**src/rtl/coreboard1588_bram_arb.sv**
```systemverilog
// coreboard1588_bram_arb
// Arbitrates the ADS868x (s00) and ADS124x (s01) sample streams into the
// shared 16-bit acquisition BRAM. Each accepted sample is stamped with the
// RTC nanosecond count and stored as a 4-word record in a per-channel
// ping-pong buffer. irq pulses once each time a buffer fills.
//
// Handshake: a source transfers a sample in the cycle where its tvalid and
// tready are both high. tready is driven combinationally only in IDLE while
// enabled and out of reset, and only for the granted channel. The source
// must hold tdata stable while tvalid is high and tready is low.
module coreboard1588_bram_arb #(
  parameter int C_REC_WIDTH = 8
) (
  input  logic                   clk,
  input  logic                   rst,
  input  logic                   ctrl_enable,
  input  logic [3:0]             ctrl_release,
  input  logic [31:0]            s00_axis_tdata,
  input  logic                   s00_axis_tvalid,
  output logic                   s00_axis_tready,
  input  logic [31:0]            s01_axis_tdata,
  input  logic                   s01_axis_tvalid,
  output logic                   s01_axis_tready,
  input  logic [31:0]            rtc_nanosecond,
  output logic [C_REC_WIDTH+3:0] bram_addr,
  output logic                   bram_en,
  output logic [1:0]             bram_we,
  output logic [15:0]            bram_din,
  output logic                   irq,
  output logic [3:0]             stat_full,
  output logic [15:0]            stat_drop_cnt0,
  output logic [15:0]            stat_drop_cnt1
);

  typedef enum logic [2:0] {IDLE, W0, W1, W2, W3} state_t;

  state_t                 state;
  state_t                 state_nxt;
  logic                   last_grant;
  logic                   cur_ch;
  logic [31:0]            cap_data;
  logic [31:0]            cap_ns;
  logic [1:0]             wr_buf;
  logic [C_REC_WIDTH-1:0] rec [2];

  logic [1:0] req;
  logic       accept;
  logic       gnt_ch;
  logic [1:0] tgt_idx;
  logic       tgt_full;
  logic       rec_last;
  logic [1:0] done_idx;
  logic [3:0] set_mask;
  logic [1:0] word;

  // Grant: sole requester wins; on a tie the channel not granted last time.
  // A dropped sample still counts as that channel's turn.
  always_comb begin
    req      = {s01_axis_tvalid, s00_axis_tvalid};
    accept   = (state == IDLE) && ctrl_enable && (|req) && !rst;
    gnt_ch   = (req == 2'b11) ? ~last_grant : req[1];
    tgt_idx  = {gnt_ch, wr_buf[gnt_ch]};
    tgt_full = stat_full[tgt_idx];
    s00_axis_tready = accept && !gnt_ch;
    s01_axis_tready = accept && gnt_ch;
    rec_last = (rec[cur_ch] == {C_REC_WIDTH{1'b1}});
    done_idx = {cur_ch, wr_buf[cur_ch]};
    set_mask = ((state == W3) && rec_last) ? (4'b0001 << done_idx) : 4'b0000;
  end

  // Next-state: an accepted sample into a non-full buffer starts a record.
  always_comb begin
    state_nxt = state;
    case (state)
      IDLE:    if (accept && !tgt_full) state_nxt = W0;
      W0:      state_nxt = W1;
      W1:      state_nxt = W2;
      W2:      state_nxt = W3;
      W3:      state_nxt = IDLE;
      default: state_nxt = IDLE;
    endcase
  end

  // BRAM port: one word per W state, address {ch, buf, rec, word}.
  always_comb begin
    bram_en   = 1'b0;
    bram_we   = 2'b00;
    bram_addr = '0;
    bram_din  = 16'h0000;
    word      = 2'd0;
    case (state)
      W0: begin word = 2'd0; bram_din = cap_data[15:0];  end
      W1: begin word = 2'd1; bram_din = cap_data[31:16]; end
      W2: begin word = 2'd2; bram_din = cap_ns[15:0];    end
      W3: begin word = 2'd3; bram_din = cap_ns[31:16];   end
      default: ;
    endcase
    if (state != IDLE) begin
      bram_en   = 1'b1;
      bram_we   = 2'b11;
      bram_addr = {cur_ch, wr_buf[cur_ch], rec[cur_ch], word};
    end
  end

  // FSM state register; reset aborts any record in flight.
  always_ff @(posedge clk) begin
    if (rst) state <= IDLE;
    else     state <= state_nxt;
  end

  // Capture the granted sample and its timestamp in the accept cycle.
  always_ff @(posedge clk) begin
    if (rst) begin
      last_grant <= 1'b1;
      cur_ch     <= 1'b0;
      cap_data   <= 32'h0;
      cap_ns     <= 32'h0;
    end else if (accept) begin
      last_grant <= gnt_ch;
      cur_ch     <= gnt_ch;
      cap_data   <= gnt_ch ? s01_axis_tdata : s00_axis_tdata;
      cap_ns     <= rtc_nanosecond;
    end
  end

  // Record pointers and ping-pong select; cleared while disabled in IDLE.
  always_ff @(posedge clk) begin
    if (rst || (state == IDLE && !ctrl_enable)) begin
      rec[0] <= '0;
      rec[1] <= '0;
      wr_buf <= 2'b00;
    end else if (state == W3) begin
      rec[cur_ch] <= rec[cur_ch] + C_REC_WIDTH'(1);
      if (rec_last) wr_buf[cur_ch] <= ~wr_buf[cur_ch];
    end
  end

  // Full flags (set beats a coincident release) and the buffer-full pulse.
  always_ff @(posedge clk) begin
    if (rst) begin
      stat_full <= 4'b0000;
      irq       <= 1'b0;
    end else begin
      stat_full <= (stat_full & ~ctrl_release) | set_mask;
      irq       <= |set_mask;
    end
  end

  // Saturating per-channel drop counters for samples aimed at a full buffer.
  always_ff @(posedge clk) begin
    if (rst) begin
      stat_drop_cnt0 <= 16'h0000;
      stat_drop_cnt1 <= 16'h0000;
    end else if (accept && tgt_full) begin
      if (!gnt_ch && stat_drop_cnt0 != 16'hFFFF) stat_drop_cnt0 <= stat_drop_cnt0 + 16'h0001;
      if (gnt_ch && stat_drop_cnt1 != 16'hFFFF)  stat_drop_cnt1 <= stat_drop_cnt1 + 16'h0001;
    end
  end

endmodule

```
**config.mk**
```make
export PLATFORM = sky130hd
export DESIGN_NAME = coreboard1588_bram_arb
export DESIGN_NICKNAME = d
export VERILOG_FILES = /design/src/rtl/coreboard1588_bram_arb.sv
export SDC_FILE = /design/constraint.sdc
export NUM_CORES = 1
export LEC_CHECK = 0
export CAP_MARGIN = 20
export CORE_ASPECT_RATIO = 1.1
export CORE_UTILIZATION = 43
export CTS_BUF_LIST = sky130_fd_sc_hd__clkbuf_16
export DETAILED_ROUTE_END_ITERATION = 8
export PLACE_DENSITY_LB_ADDON = 0.1
export SYNTH_ARGS = -nofsm -noshare
export SYNTH_HDL_FRONTEND = slang
export SYNTH_SLANG_ARGS = --single-unit
```
**constraint.sdc**
```tcl
create_clock -name clk -period 2.7 [get_ports clk]
set_clock_uncertainty 0.1 [all_clocks]
set_input_delay 0.81 -clock clk [delete_from_list [all_inputs] [get_ports clk]]
set_output_delay 0.81 -clock clk [all_outputs]
set_load 0.05 [all_outputs]
```
# == Word-level counts from Yosys, hierarchy flattened ==
# Memory sizes are Yosys's and may differ from the RTL's. A register that Yosys moved wholly into a read port is not among the register bits.
# Index checks and enable logic that the tools add are counted.
# op_classes
add_sub_neg,3
order_cmp,4
eq_ne,9
shifts,1
muxes,29
bitwise,5
n_reduce_logical,25
# ops
cell,n
case mux 16 bit (4 select lines),1
adder 16 x 1 -> 16 bit (second input constant),2
2-to-1 mux 32 bit,1
inequality test 16 bit (second input constant),2
2-to-1 mux 1 bit,17
logical AND 1 bit,12
2-to-1 mux 12 bit,1
case mux 3 bit (4 select lines),1
adder 8 x 1 -> 8 bit (second input constant),1
== test 8 bit (second input constant),1
2-to-1 mux 8 bit,1
OR reduction 8 bit,1
== test 3 x 2 -> 1 bit (second input constant),2
case mux 2 bit (3 select lines),1
AND reduction 2 bit,3
bitwise AND 4 bit,1
logical NOT 1 bit,4
less-than comparator 1 x 2 -> 1 bit (second input constant),2
2-to-1 mux 4 bit,1
NOT 4 bit,1
bitwise OR 4 bit,1
OR reduction 4 bit,1
left shift 1 x 2 -> 4 bit (first input constant),1
== test 3 x 1 -> 1 bit (second input constant),1
other kinds (15),16
# totals
reg_bits,108
mem_bits_rw,16
inputBits,105
output_inout_bits,70
word_cells,87
n_memories,1
# memory_table
name,words,width,read_ports,rd_ports_with_merged_regs,wr,line,rtl
rec,2,8,1,1,2,44,logic [C_REC_WIDTH-1:0] rec [2];

# == Depth between registers and ports, before layout ==
# logic_depth
depth_word,10
mapped_depth,9
mapped_depth_nobuf,7

# == Worst setup path before layout ==
# OpenSTA, ideal clock, no wires.
# synth_timing
kind,input -> register
start,input port s01_axis_tvalid
end,register stat_drop_cnt1[12]
setup_ns,0.132
arrival_time_ns,2.754
t_required_ns,2.468
path_slack_ns,-0.286
cell_stages,8
path_buffers,3
cell_sequence,a21bo_2 > clkbuf_1 > nor4_4 > o211ai_1 > clkbuf_1 > clkbuf_1 > o31ai_1 > a21oi_1
# synth_via
elab_chain_len,8
elab_cells_between_ends,12
cone_classes,eq/ne: 1; mux: 5; reduce/logical: 6
# synth_lines
item,line,rtl
"start, declared",22,"input logic s01_axis_tvalid,"
== test 2 bit,61,gnt_ch = (req == 2'b11) ? ~last_grant : req[1];
2-to-1 mux 1 bit,61,
2-to-1 mux 1 bit (implied by the code) (2 in a row),62,"tgt_idx = {gnt_ch, wr_buf[gnt_ch]};"
binary-select mux 1 bit (select 2 bit),63,tgt_full = stat_full[tgt_idx];
2-to-1 mux 1 bit (implied by the code),63,
logical AND 1 bit,154,end else if (accept && tgt_full) begin
AND reduction 2 bit (no source line) *,--,
"end signal, assigned",156,if (gnt_ch && stat_drop_cnt1 != 16'hFFFF) stat_drop_cnt1 <= stat_drop_cnt1 + 16'h0001;
"end, declared",32,output logic [15:0] stat_drop_cnt1
# Every way passes the cells marked *; elsewhere a longest branch is shown, timed or not. The select of a mux whose other input is x is not followed.
# A chain may end at the register's enable or synchronous reset.

# == Final worst setup path ==
# layout_timing
start,register state[1]
end,output port bram_din[13]
# layout_via
elab_chain_len,2
elab_cells_between_ends,5
cone_classes,eq/ne: 4; mux: 1
# layout_lines
item,line,rtl
"start, declared",37,state_t state;
"start signal, assigned",108,else state <= state_nxt;
== test 3 bit (tied with other cells),91,case (state)
case mux 16 bit (4 select lines) *,91,
"end, declared",28,"output logic [15:0] bram_din,"
# Every way passes the cells marked *; elsewhere a longest branch is shown, timed or not.

==> reports/metrics.yaml <==
run_status:
  status: "finished with violations"
  violations: "negative setup slack"
global_route:
  overflow: 0
  gr-usage-met3_pct: 5.89
  number_of_global_route_vias_before_repair: 5616
  grt_pass1_wl_mm: 27.2
  pin_count_of_the_biggest_net_entering_global_routing: 73
  grt_antenna_before_repair: 0
  top_usage_layer: "met2"
  grt.met1_usage_pct: 30.6
  grt.met2_usage_pct: 40.6
  gr-usage-all-layers_pct: 24.3
clock_network:
  tritoncts: "done"
  clock_latency_ns: 0.41
  h-tree-depth: 4
  numCtsBuffers: 17
  clock_path_buffers: 2
  cts.sinks: 125
  clkTransAtPathRegs_ns: 0.05
  clock-root-buffer: "clkbuf_16"
placement:
  numPortBuffers: 174
  place_hpwl_mm: 12.1
  globalplace.congestion: 0.862
timing:
  slew-limit-headroom_pct: 54.7
  report.final.setup_viol: 16
  timing_hold_violations_final: 0
  maxClockFrequency_ghz: 0.359
  worst_pin_slew_ns: 0.679
  worst_slack_ns: -0.0884
  drv_slew: 0
  period_share_pct: 103
  fin_crit_ns: 2.79
  setup_tns_ns: -1.04
  rsz0062_at_grt: "yes"
worst_setup_path:
  worstPathRequired_ns: 1.79
  crit_chain: "buf_6, nor3b_4, buf_4, a22o_1, a221o_2, buf_12"
  setup.worst_path.class: "flop to output port"
  slowest_stage_cell_cp: "a221o_2"
  critPathLaunchType: "flop"
  worst_path_arrival_time_ns: 1.88
  worst_path_largest_cell_delay_ns: 0.33
  crit_path_max_fanout: 8
  critPathCaptureType: "output port"
  reg2reg_setup_slack_ns: 0.28
floorplan:
  chipHeight_um: 124
  row_count: 44
  initial_core_utilization_pct: 44.2
  dieArea_um2: 14100
  core_um2: 13300
  die-width_um: 113
  pin_count: 175
power_and_ir_drop:
  power.clock.fraction_pct: 42.2
  power_density_nw_per_um2: 654
  seq_power_share_pct: 35.8
  internal_pwr_total_uw: 4290
  swShare_pct: 27.6
  power.switching_uw: 1630
  irDropWorstVdd_uv: 355
  comb_power_share_pct: 22.0
  power.static_leakage_uw: 0.00333
final_layout:
  drive_gt1_share_pct: 15.9
  syn_to_final_growth_pct: 54.5
  antenna_cells: 0
  postLayoutCoreUtil_pct: 68.2
  design.final.nets: 998
synthesis:
  synth.avg_cell_area_um2: 8.36
  post_synth_and_or_nand_nor_area_fraction_pct: 25.2
  synth-compound-area-share_pct: 19.9
  post_synth_num_cell_types: 54
  async_reset_ff_share_pct: 0
  synth.yosys.seq_area_share_pct: 45.4
  synth_top_flop_cell: "dfxtp_1"
  synth_largest_type_area_fraction_pct: 37.2
  synthCells: 701
  yosys.cell_count.top_type: "nand2_1"
  synth.largest_area_cell: "dfxtp_1"
  post_synth_fa_ha_maj_area_fraction_pct: 0.640
  netlist_top_cells_area: "dfxtp_1, nand2_1, edfxtp_1"
  synth-edff-count: 16
  synthesis.nets: 809
  synth.ff_latch_count: 125
  post_synth_design_cell_area_um2: 5860
  yosys-mux-area-fraction_pct: 2.63
  yosys_warnings: 0
  synthXorXnorAreaFrac_pct: 1.64
  synth_commonest_cells: "nand2_1, dfxtp_1, nor2_1"
  main_combinational_cell_family_by_area_after_synthesis: "simple AND/OR/NAND/NOR gates"
routing:
  avgRoutedWirePerCell_um: 15.8
  drt-total-wl_mm: 17.2
  detailroute.via_count: 5939
  antenna_left: 0
  drt-vias-per-instance: 5.46
  drt_pass1_iterations: 5
  drtIter0Drc: 505
  drcViolationCount: 0
hold_path:
  worstHoldPathType: "flop to flop"
job:
  max-cap-violations: 0
==> state kept, by name, summed over array words and instances (netlist names), named ones only <==
| register | cells |
|---|---|
| cap_data | 32 |
| cap_ns | 32 |
| rec | 16 |
| stat_drop_cnt0 | 16 |
| stat_drop_cnt1 | 16 |
| stat_full | 4 |
| state | 3 |
| wr_buf | 2 |
| cur_ch | 1 |
| irq | 1 |
| last_grant | 1 |
==> metal layers <==
metal | up-vias | part of all wire [%] | wire, µm
met5 | - | 0 | 0
met4 | 0 | 1.8 | 306
met3 | 25 | 5.4 | 932
met2 | 205 | 49 | 8450
met1 | 2805 | 44 | 7530
li1 | 2904 | - | -
==> power groups by stage <==
stage | logic, µW | clock network, µW | registers [µW]
after floorplan | 719 | 0 | 2130
after global placement | 1210 | 0 | 2150
after detailed placement | 1220 | 0 | 2160
after CTS | 1270 | 2530 | 2120
after global routing | 1390 | 2630 | 2140
final | 1300 | 2500 | 2120
==> critical path: cells and delay by family, from the launching register on <==
family / cells / cell delay [ns]
AOI/OAI and AO/OA: 2 / 0.55
DFF: 1 / 0.32
and+or+nand+nor: 1 / 0.16
buffers and inverters: 3 / 0.44
==> logic make-up after synthesis <==
logic type,after synthesis
compound gates,167
xor+xnor,11
fa+ha+maj,3
buf+inv,64
flops,125
mux,15
simple gates,316
==> placed cells by master, fill, tap and decap left out, drive strengths merged, types with 4 or more instances in the layout <==
cell type / netlist / routed
xnor2: 6 / 6
edfxtp: 16 / 16
and2: 5 / 5
buf: 5 / 83
a22o: 16 / 16
dfxtp: 109 / 109
clkinv: 1 / 6
nor3: 4 / 4
a221o: 16 / 16
clkdlybuf4s50: 0 / 137
nand4: 10 / 10
xor2: 5 / 5
nand3: 17 / 17
nor2: 76 / 76
nor4: 6 / 6
nand2b: 4 / 4
a311oi: 32 / 32
o21ai: 17 / 17
mux2i: 12 / 12
o31ai: 8 / 8
a21oi: 63 / 63
nand2: 150 / 150
inv: 13 / 16
bufinv: 0 / 4
and4: 4 / 4
or3: 16 / 16
clkbuf: 45 / 19
or4: 8 / 8
==> area by class of cell <==
class	count	area [µm²]
Sequential cell	125	2670
Inverter	14	55.1
Timing Repair Buffer	220	2430
Clock inverter	13	181
Tap cell	184	230
Fill cell	1068	4210
Clock buffer	19	475
Multi-Input combinational cell	512	3020
==> worst paths after layout <==
check	from	to	cells after the start
setup / recovery	state[1]$_SDFFE_PP0P_	bram_din[13]	6
hold / removal	cap_ns[3]$_SDFFE_PP0P_	cap_ns[3]$_SDFFE_PP0P_	2
setup reg to reg	flop	stat_full[2]$_SDFF_PP0_	7
hold reg to reg	cap_ns[3]$_SDFFE_PP0P_	cap_ns[3]$_SDFFE_PP0P_	2
==> through the flow <==
| stage | worst slack [ns] | hold slack [ns] | std cells | instance area [µm²] | power (µW) |
|---|---|---|---|---|---|
| 6_report | -0.0884 | 0.357 | 1087 | 9050 | 5930 |
| 5_1_grt | -0.134 | 0.376 | 1087 | 9050 | 6160 |
| 4_1_cts | -0.115 | 0.359 | 1084 | 8990 | 5920 |
| 3_5_place_dp | -0.360 | 0.350 | 1041 | 8200 | 3380 |
| 3_3_place_gp | -0.328 | 0.342 | 1041 | 8200 | 3360 |
| 2_1_floorplan | -0.224 | 0.336 | 701 | 5920 | 2850 |
==> what timing repair did <==
item | 4_1_cts | 5_1_grt
hold endpoints to repair | 0 | 0
hold buffers | 0 | 0
setup endpoints to repair | 18 | 18
cloned | 1 | 0
pin swaps | 8 | 8
setup buffers | 10 | 3
gates resized for setup | 26 | 9
(Power assumes the default switching activity.)
